### src/rtl/pipeline_hazard_ctrl_pkg.sv
// +--------------------------------------------------------------------+
// | ppu_pkg: shared types and constants for the pipeline hazard unit    |
// | Rev 1.0                                                             |
// +--------------------------------------------------------------------+
`default_nettype none

package ppu_pkg;

  localparam int CNT_W_DEFAULT = 16;

  localparam logic PC_SEL_SEQ   = 1'b0;
  localparam logic PC_SEL_REDIR = 1'b1;

  typedef enum logic [1:0] {
    ST_BOOT    = 2'd0,
    ST_RUN     = 2'd1,
    ST_PENDING = 2'd2
  } state_e;

endpackage

`default_nettype wire

### src/rtl/pipeline_hazard_ctrl_if.sv
// +--------------------------------------------------------------------+
// | pipeline_hazard_ctrl_if: pipeline hazard/fetch control bundle       |
// | Rev 1.0                                                             |
// +--------------------------------------------------------------------+
`default_nettype none

interface pipeline_hazard_ctrl_if #(
  parameter int CNT_W = ppu_pkg::CNT_W_DEFAULT
) ();

  logic             imem_ready;
  logic [4:0]       id_rs1;
  logic [4:0]       id_rs2;
  logic             id_use_rs1;
  logic             id_use_rs2;
  logic             id_jal;
  logic [31:0]      id_jal_target;
  logic [4:0]       ex_rd;
  logic             ex_mem_read;
  logic             ex_branch_taken;
  logic             ex_jalr;
  logic [31:0]      ex_target;

  logic             imem_req;
  logic             pc_we;
  logic             pc_sel;
  logic [31:0]      redirect_target;
  logic             ifid_we;
  logic             ifid_flush;
  logic             idex_flush;
  logic [CNT_W-1:0] stall_cnt;
  logic [CNT_W-1:0] flush_cnt;

  modport slave (
    input  imem_ready, id_rs1, id_rs2, id_use_rs1, id_use_rs2, id_jal,
           id_jal_target, ex_rd, ex_mem_read, ex_branch_taken, ex_jalr, ex_target,
    output imem_req, pc_we, pc_sel, redirect_target, ifid_we, ifid_flush,
           idex_flush, stall_cnt, flush_cnt
  );

  modport master (
    output imem_ready, id_rs1, id_rs2, id_use_rs1, id_use_rs2, id_jal,
           id_jal_target, ex_rd, ex_mem_read, ex_branch_taken, ex_jalr, ex_target,
    input  imem_req, pc_we, pc_sel, redirect_target, ifid_we, ifid_flush,
           idex_flush, stall_cnt, flush_cnt
  );

endinterface

`default_nettype wire

### src/rtl/pipeline_hazard_ctrl_load_use_detect.sv
// +--------------------------------------------------------------------+
// | load_use_detect: flags an ID source that depends on an EX load      |
// | Rev 1.0                                                             |
// +--------------------------------------------------------------------+
`default_nettype none

module load_use_detect (
  input  wire logic       ex_mem_read_i,
  input  wire logic [4:0] ex_rd_i,
  input  wire logic [4:0] id_rs1_i,
  input  wire logic [4:0] id_rs2_i,
  input  wire logic       id_use_rs1_i,
  input  wire logic       id_use_rs2_i,
  output logic            load_use_o
);

  logic w_hit_rs1;
  logic w_hit_rs2;

  assign w_hit_rs1  = id_use_rs1_i && (id_rs1_i == ex_rd_i);
  assign w_hit_rs2  = id_use_rs2_i && (id_rs2_i == ex_rd_i);
  // x0 is hardwired zero, so a load targeting it never creates a dependency
  assign load_use_o = ex_mem_read_i && (ex_rd_i != 5'd0) && (w_hit_rs1 || w_hit_rs2);

endmodule

`default_nettype wire

### src/rtl/pipeline_hazard_ctrl.sv
// +--------------------------------------------------------------------+
// | pipeline_hazard_ctrl: stall/flush/redirect control for a 5-stage    |
// | RISC-V pipeline with event counters.  Rev 1.0                       |
// +--------------------------------------------------------------------+
`default_nettype none

module pipeline_hazard_ctrl
  import ppu_pkg::*;
#(
  parameter int CNT_W = ppu_pkg::CNT_W_DEFAULT
) (
  input  wire logic              clk,
  input  wire logic              rst_n,
  pipeline_hazard_ctrl_if.slave  bus
);

  state_e           state_q, state_d;
  logic [31:0]      pend_target_q, pend_target_d;
  logic [CNT_W-1:0] stall_cnt_q, stall_cnt_d;
  logic [CNT_W-1:0] flush_cnt_q, flush_cnt_d;

  logic        w_load_use;
  logic        w_ex_redirect;
  logic        w_redirect;
  logic [31:0] w_redir_target;

  load_use_detect u_load_use_detect (
    .ex_mem_read_i (bus.ex_mem_read),
    .ex_rd_i       (bus.ex_rd),
    .id_rs1_i      (bus.id_rs1),
    .id_rs2_i      (bus.id_rs2),
    .id_use_rs1_i  (bus.id_use_rs1),
    .id_use_rs2_i  (bus.id_use_rs2),
    .load_use_o    (w_load_use)
  );

  assign w_ex_redirect  = bus.ex_branch_taken || bus.ex_jalr;
  // A JAL in ID only redirects when nothing older is resolving or stalling it
  assign w_redirect     = w_ex_redirect || (!w_load_use && bus.id_jal);
  assign w_redir_target = w_ex_redirect ? bus.ex_target : bus.id_jal_target;

  always_ff @(posedge clk or negedge rst_n) begin
    if (!rst_n) begin
      state_q       <= ST_BOOT;
      pend_target_q <= 32'h0;
      stall_cnt_q   <= '0;
      flush_cnt_q   <= '0;
    end else begin
      state_q       <= state_d;
      pend_target_q <= pend_target_d;
      stall_cnt_q   <= stall_cnt_d;
      flush_cnt_q   <= flush_cnt_d;
    end
  end

  always_comb begin
    state_d             = state_q;
    pend_target_d       = pend_target_q;
    stall_cnt_d         = stall_cnt_q;
    flush_cnt_d         = flush_cnt_q;
    bus.imem_req        = 1'b0;
    bus.pc_we           = 1'b0;
    bus.pc_sel          = PC_SEL_SEQ;
    bus.redirect_target = pend_target_q;
    bus.ifid_we         = 1'b0;
    bus.ifid_flush      = 1'b0;
    bus.idex_flush      = 1'b0;

    case (state_q)
      ST_BOOT: begin
        bus.ifid_flush = 1'b1;
        bus.idex_flush = 1'b1;
        state_d        = ST_RUN;
      end

      ST_RUN: begin
        bus.imem_req = 1'b1;
        bus.pc_we    = 1'b1;
        bus.ifid_we  = 1'b1;
        if (w_redirect) begin
          bus.redirect_target = w_redir_target;
          bus.ifid_flush      = 1'b1;
          // JAL must still reach EX to write its link register
          bus.idex_flush      = w_ex_redirect;
          if (flush_cnt_q != '1) flush_cnt_d = flush_cnt_q + CNT_W'(1);
          if (bus.imem_ready) begin
            bus.pc_sel = PC_SEL_REDIR;
          end else begin
            bus.pc_we     = 1'b0;
            pend_target_d = w_redir_target;
            state_d       = ST_PENDING;
          end
        end else if (w_load_use) begin
          bus.pc_we      = 1'b0;
          bus.ifid_we    = 1'b0;
          bus.idex_flush = 1'b1;
          if (stall_cnt_q != '1) stall_cnt_d = stall_cnt_q + CNT_W'(1);
        end else if (!bus.imem_ready) begin
          bus.pc_we      = 1'b0;
          bus.ifid_we    = 1'b0;
          bus.idex_flush = 1'b1;
        end
      end

      ST_PENDING: begin
        bus.imem_req   = 1'b1;
        bus.ifid_flush = 1'b1;
        bus.idex_flush = 1'b1;
        if (bus.imem_ready) begin
          bus.pc_we  = 1'b1;
          bus.pc_sel = PC_SEL_REDIR;
          state_d    = ST_RUN;
        end
      end

      default: begin
        state_d = ST_BOOT;
      end
    endcase
  end

  assign bus.stall_cnt = stall_cnt_q;
  assign bus.flush_cnt = flush_cnt_q;

endmodule

`default_nettype wire

### src/flat_wrapper.sv
// flat-port wrapper written by rule: the top's interface ports become plain ports
module pipeline_hazard_ctrl_flat import ppu_pkg::*;
#(
  parameter int CNT_W = ppu_pkg::CNT_W_DEFAULT
)
  (clk, rst_n, bus_imem_ready, bus_id_rs1, bus_id_rs2, bus_id_use_rs1, bus_id_use_rs2, bus_id_jal, bus_id_jal_target, bus_ex_rd, bus_ex_mem_read, bus_ex_branch_taken, bus_ex_jalr, bus_ex_target, bus_imem_req, bus_pc_we, bus_pc_sel, bus_redirect_target, bus_ifid_we, bus_ifid_flush, bus_idex_flush, bus_stall_cnt, bus_flush_cnt);
  pipeline_hazard_ctrl_if #(.CNT_W(CNT_W)) bus_i ();
  input  wire logic clk;
  input  wire logic rst_n;
  input wire logic [$bits(bus_i.imem_ready)-1:0] bus_imem_ready;
  input wire logic [$bits(bus_i.id_rs1)-1:0] bus_id_rs1;
  input wire logic [$bits(bus_i.id_rs2)-1:0] bus_id_rs2;
  input wire logic [$bits(bus_i.id_use_rs1)-1:0] bus_id_use_rs1;
  input wire logic [$bits(bus_i.id_use_rs2)-1:0] bus_id_use_rs2;
  input wire logic [$bits(bus_i.id_jal)-1:0] bus_id_jal;
  input wire logic [$bits(bus_i.id_jal_target)-1:0] bus_id_jal_target;
  input wire logic [$bits(bus_i.ex_rd)-1:0] bus_ex_rd;
  input wire logic [$bits(bus_i.ex_mem_read)-1:0] bus_ex_mem_read;
  input wire logic [$bits(bus_i.ex_branch_taken)-1:0] bus_ex_branch_taken;
  input wire logic [$bits(bus_i.ex_jalr)-1:0] bus_ex_jalr;
  input wire logic [$bits(bus_i.ex_target)-1:0] bus_ex_target;
  output wire logic [$bits(bus_i.imem_req)-1:0] bus_imem_req;
  output wire logic [$bits(bus_i.pc_we)-1:0] bus_pc_we;
  output wire logic [$bits(bus_i.pc_sel)-1:0] bus_pc_sel;
  output wire logic [$bits(bus_i.redirect_target)-1:0] bus_redirect_target;
  output wire logic [$bits(bus_i.ifid_we)-1:0] bus_ifid_we;
  output wire logic [$bits(bus_i.ifid_flush)-1:0] bus_ifid_flush;
  output wire logic [$bits(bus_i.idex_flush)-1:0] bus_idex_flush;
  output wire logic [$bits(bus_i.stall_cnt)-1:0] bus_stall_cnt;
  output wire logic [$bits(bus_i.flush_cnt)-1:0] bus_flush_cnt;
  assign bus_i.imem_ready = bus_imem_ready;
  assign bus_i.id_rs1 = bus_id_rs1;
  assign bus_i.id_rs2 = bus_id_rs2;
  assign bus_i.id_use_rs1 = bus_id_use_rs1;
  assign bus_i.id_use_rs2 = bus_id_use_rs2;
  assign bus_i.id_jal = bus_id_jal;
  assign bus_i.id_jal_target = bus_id_jal_target;
  assign bus_i.ex_rd = bus_ex_rd;
  assign bus_i.ex_mem_read = bus_ex_mem_read;
  assign bus_i.ex_branch_taken = bus_ex_branch_taken;
  assign bus_i.ex_jalr = bus_ex_jalr;
  assign bus_i.ex_target = bus_ex_target;
  assign bus_imem_req = bus_i.imem_req;
  assign bus_pc_we = bus_i.pc_we;
  assign bus_pc_sel = bus_i.pc_sel;
  assign bus_redirect_target = bus_i.redirect_target;
  assign bus_ifid_we = bus_i.ifid_we;
  assign bus_ifid_flush = bus_i.ifid_flush;
  assign bus_idex_flush = bus_i.idex_flush;
  assign bus_stall_cnt = bus_i.stall_cnt;
  assign bus_flush_cnt = bus_i.flush_cnt;
  pipeline_hazard_ctrl #(.CNT_W(CNT_W)) u_core (.clk(clk), .rst_n(rst_n), .bus(bus_i));
endmodule
### config.mk
export PLATFORM = sky130hd
export DESIGN_NAME = pipeline_hazard_ctrl_flat
export DESIGN_NICKNAME = d
export VERILOG_FILES = /design/src/rtl/pipeline_hazard_ctrl_pkg.sv /design/src/rtl/pipeline_hazard_ctrl_if.sv /design/src/rtl/pipeline_hazard_ctrl_load_use_detect.sv /design/src/rtl/pipeline_hazard_ctrl.sv /design/src/flat_wrapper.sv
export SDC_FILE = /design/constraint.sdc
export NUM_CORES = 1
export LEC_CHECK = 0
export ABC_AREA = 1
export BUFFER_PORTS_ARGS = -buffer_cell sky130_fd_sc_hd__buf_2
export CORE_MARGIN = 2
export CORE_UTILIZATION = 35
export DETAILED_ROUTE_END_ITERATION = 16
export HOLD_SLACK_MARGIN = 0.02
export PLACE_DENSITY = 0.68
export SLEW_MARGIN = 20
export SYNTH_ARGS = -nofsm -noshare
export SYNTH_HDL_FRONTEND = slang
export SYNTH_HIERARCHICAL = 1
export SYNTH_SLANG_ARGS = --single-unit
### constraint.sdc
create_clock -name clk -period 2.3 [get_ports clk]
set_input_delay 0.46 -clock clk [delete_from_list [all_inputs] [get_ports clk]]
set_output_delay 0.46 -clock clk [all_outputs]
set_load 0.01 [all_outputs]
==> flow_summary.yaml <==
placed_design:
  hpwl_mm: 8.58
  dpl_worst_slack_ps: -134
  io_buffers: 157
  gp_congestion: 0.827
  placed_cells: 1025
setup_path:
  crit_path_end_kind: "output port"
  crit_type: "input pin to output port"
  max_stage_delay_ps: 160
  r2r_end: "u_core/bus.stall_cnt[7]"
  critPathMostFrequentCell: "nand2_2"
  rrSetupSlack_ps: 330
  worstPathCellList: "buf_8 -> inv_2 -> nand2_2 -> nand2_2 -> nor2_2 -> nand3_1 -> a21oi_2 -> inv_1 -> nand2_1 -> nand2_2 -> nand2_4 -> inv_8 -> buf_12 -> o21ai_1 -> buf_2"
  cp-start-kind: "input pin"
  crit_required_ps: 1840
  r2r.worst_path.cells: 9
  reg2reg_from: "u_core/bus.stall_cnt[0]"
  cp_max_fo: 13
  critPathSlowestCell: "a21oi_2"
  cp.arrival_ps: 1870
die:
  coreArea_sq_mm: 0.0125
  die_y_microns: 117
  dieWidth_microns: 117
  start_util: 0.357
  fp.dieArea_sq_mm: 0.0137
  ios: 158
  row_count: 41
finish:
  syn2layout_area_growth_pct: 38.2
  n_antenna_cell: 0
  nNetsFinal: 963
  final_common_cell: "nand2_1"
  drive_gt1_frac: 0.297
  final_cell_mix: "nand2_1 (312), buf_2 (148), inv_1 (73)"
  finalNonFillerCells: 1046
  fillers: 1319
routing:
  vias: 4720
  wl_per_cell_microns: 11.2
  drt_pass1_iterations: 4
  routed_wirelength_mm: 11.7
  via_per_inst: 4.51
  ant_nets: 0
  drt_iter0_drc: 252
  route.detailed.drc: 0
synthesis:
  syn-mean-instance-area_sq_um: 6.36
  postSynthCellCount: 702
  async_flop_share: 1.00
  ys_seq_elements: 66
  synth_edf_count: 0
  synth_top_flop_cell: "dfrtp_1"
  syn_area_sq_mm: 0.00447
  synth_cell_types: 29
  yosys_warnings: 6
  synth-seq-area-share: 0.370
  syn_nets: 796
cts:
  clock_tree.root_cell: "clkbuf_16"
  path_clk_slew_ps: 60
  cts_buffers: 9
  clock-sinks: 66
  clk_latency_ps: 330
  h-tree-depth: 3
  clockBufferDepth: 2
  cts_tree: "yes"
sta:
  skew_ps: 6.85
  worst_pin_slew_ps: 795
  fin_crit_ps: 2330
  fin_ws_ps: -26.9
  timing.final.crit_share: 1.01
  worst_hold_slack_ps: 43.1
  maxSlewViolCount: 0
  setup_viol: 21
  max_slew_margin: 0.469
  rsz0062_at_grt: "true"
  fmax_mhz: 430
  hold_viol: 0
grt:
  grt_pass1_wl_mm: 19.5
  grt-ovfl-total: 0
  grt_antenna_before_repair: 0
  grt_max_degree: 65
  grt.total_usage: 0.177
  grt_pass1_vias: 4267
power:
  vdd_drop_max_mv: 0.447
  leakagePower_nw: 3.32
  power_density_mw_per_mm2: 988
flow_run:
  drv_cap: 0
worst_hold_path:
  hp-class: "input pin to asynchronous set/reset pin"
run_status:
  violations: "setup timing"
  status: "complete, but fails checks"
[report_power, final]
part	total (mW)	switching, mW	internal (mW)
registers	1.64	0.147	1.49
logic	2.85	1.66	1.19
clock network	1.62	0.503	1.11
[flip-flops by register name (all words and copies together), names as in the netlist]
register              count
u_core/bus.stall_cnt     16
u_core/state_q            2
u_core/pend_target_q     32
u_core/bus.flush_cnt     16
[synth_stat cells (2+ instances only)]
cell / instances / area [sq um]
a21oi_1: 5 / 25.0
buf_2: 5 / 25.0
buf_4: 2 / 15.0
buf_6: 5 / 56.3
clkbuf_1: 11 / 41.3
dfrtp_1: 66 / 1650
ha_1: 6 / 75.1
inv_1: 80 / 300
inv_2: 2 / 7.51
nand2_1: 328 / 1230
nand2_2: 5 / 31.3
nand3_1: 33 / 165
nand3_2: 2 / 20.0
nand4_1: 10 / 62.6
nor2_1: 43 / 161
nor2_2: 4 / 25.0
nor2_4: 2 / 22.5
o21ai_0: 66 / 330
o21ai_1: 7 / 35.0
xnor2_1: 7 / 61.3
xor2_1: 5 / 43.8
[per-stage QoR]
step,TNS [ps],utilization,total power [mW],area (sq um)
2_1_floorplan,-5.63,-,3.16,4470
3_5_place_dp,-2810,0.441,4.04,5520
5_1_grt,-4000,0.493,6.58,6170
4_1_cts,-843,0.485,6.06,6070
3_3_place_gp,-2260,0.441,4.02,5520
6_report,-322,0.493,6.10,6170
[worst max path at each step]
| stage | from | endpoint | slack [ps] | cells after the start |
|---|---|---|---|---|
| after global routing | bus_ex_rd[0] | bus_redirect_target[16] | -160 | 15 |
| after global placement | bus_ex_rd[4] | bus_redirect_target[7] | -110 | 15 |
| after CTS | bus_ex_rd[0] | bus_redirect_target[16] | -50 | 15 |
| after floorplan | bus_ex_rd[3] | bus_redirect_target[0] | -3 | 14 |
| final | bus_ex_rd[0] | bus_redirect_target[16] | -30 | 15 |
| after detailed placement | bus_ex_rd[3] | bus_redirect_target[8] | -130 | 15 |
[worst max-delay path, delay by kind of cell]
kind	cells	cell delay, ps
compound gates	2	270
buf+inv	6	560
simple gates	7	570
[routing by layer]
metal  share of wire  wire [microns]  global-route usage
met1            0.47            5490               0.234
met2            0.46            5360               0.284
met3           0.059             690              0.0438
met4           0.016             182              0.0588
met5               0               0                   0
[area by class of cell]
type	instances	area [sq um]	share of cell area
repair buffers	179	1140	0.184
flip-flops and latches	66	1650	0.267
clock buffers	11	253	0.0409
repair inverters	1	8.76	0.00142
well taps	172	215	0.0349
inverters	83	327	0.0529
clock inverters	5	100	0.0162
multi-input cells	529	2480	0.402
[kinds of logic (layout without fill, tap and decap cells)]
kind of cell    count (synthesis)  after routing  share of synthesized area
simple gates                  432            432                      0.399
buf+inv                       107            279                      0.102
compound gates                 79             79                     0.0891
flops                          66             66                      0.370
xor+xnor                       12             12                     0.0235
fa+ha+maj                       6              6                     0.0168
[timing repair]
item                                    in CTS  in global routing
setup buffers                                2                  0
endpoints found under the setup margin      32                 42
gates resized for setup                     67                 34
gates cloned                                 3                  0
pin swaps                                    4                  2
hold buffers                                 0                  0
(Power assumes the default switching activity.)
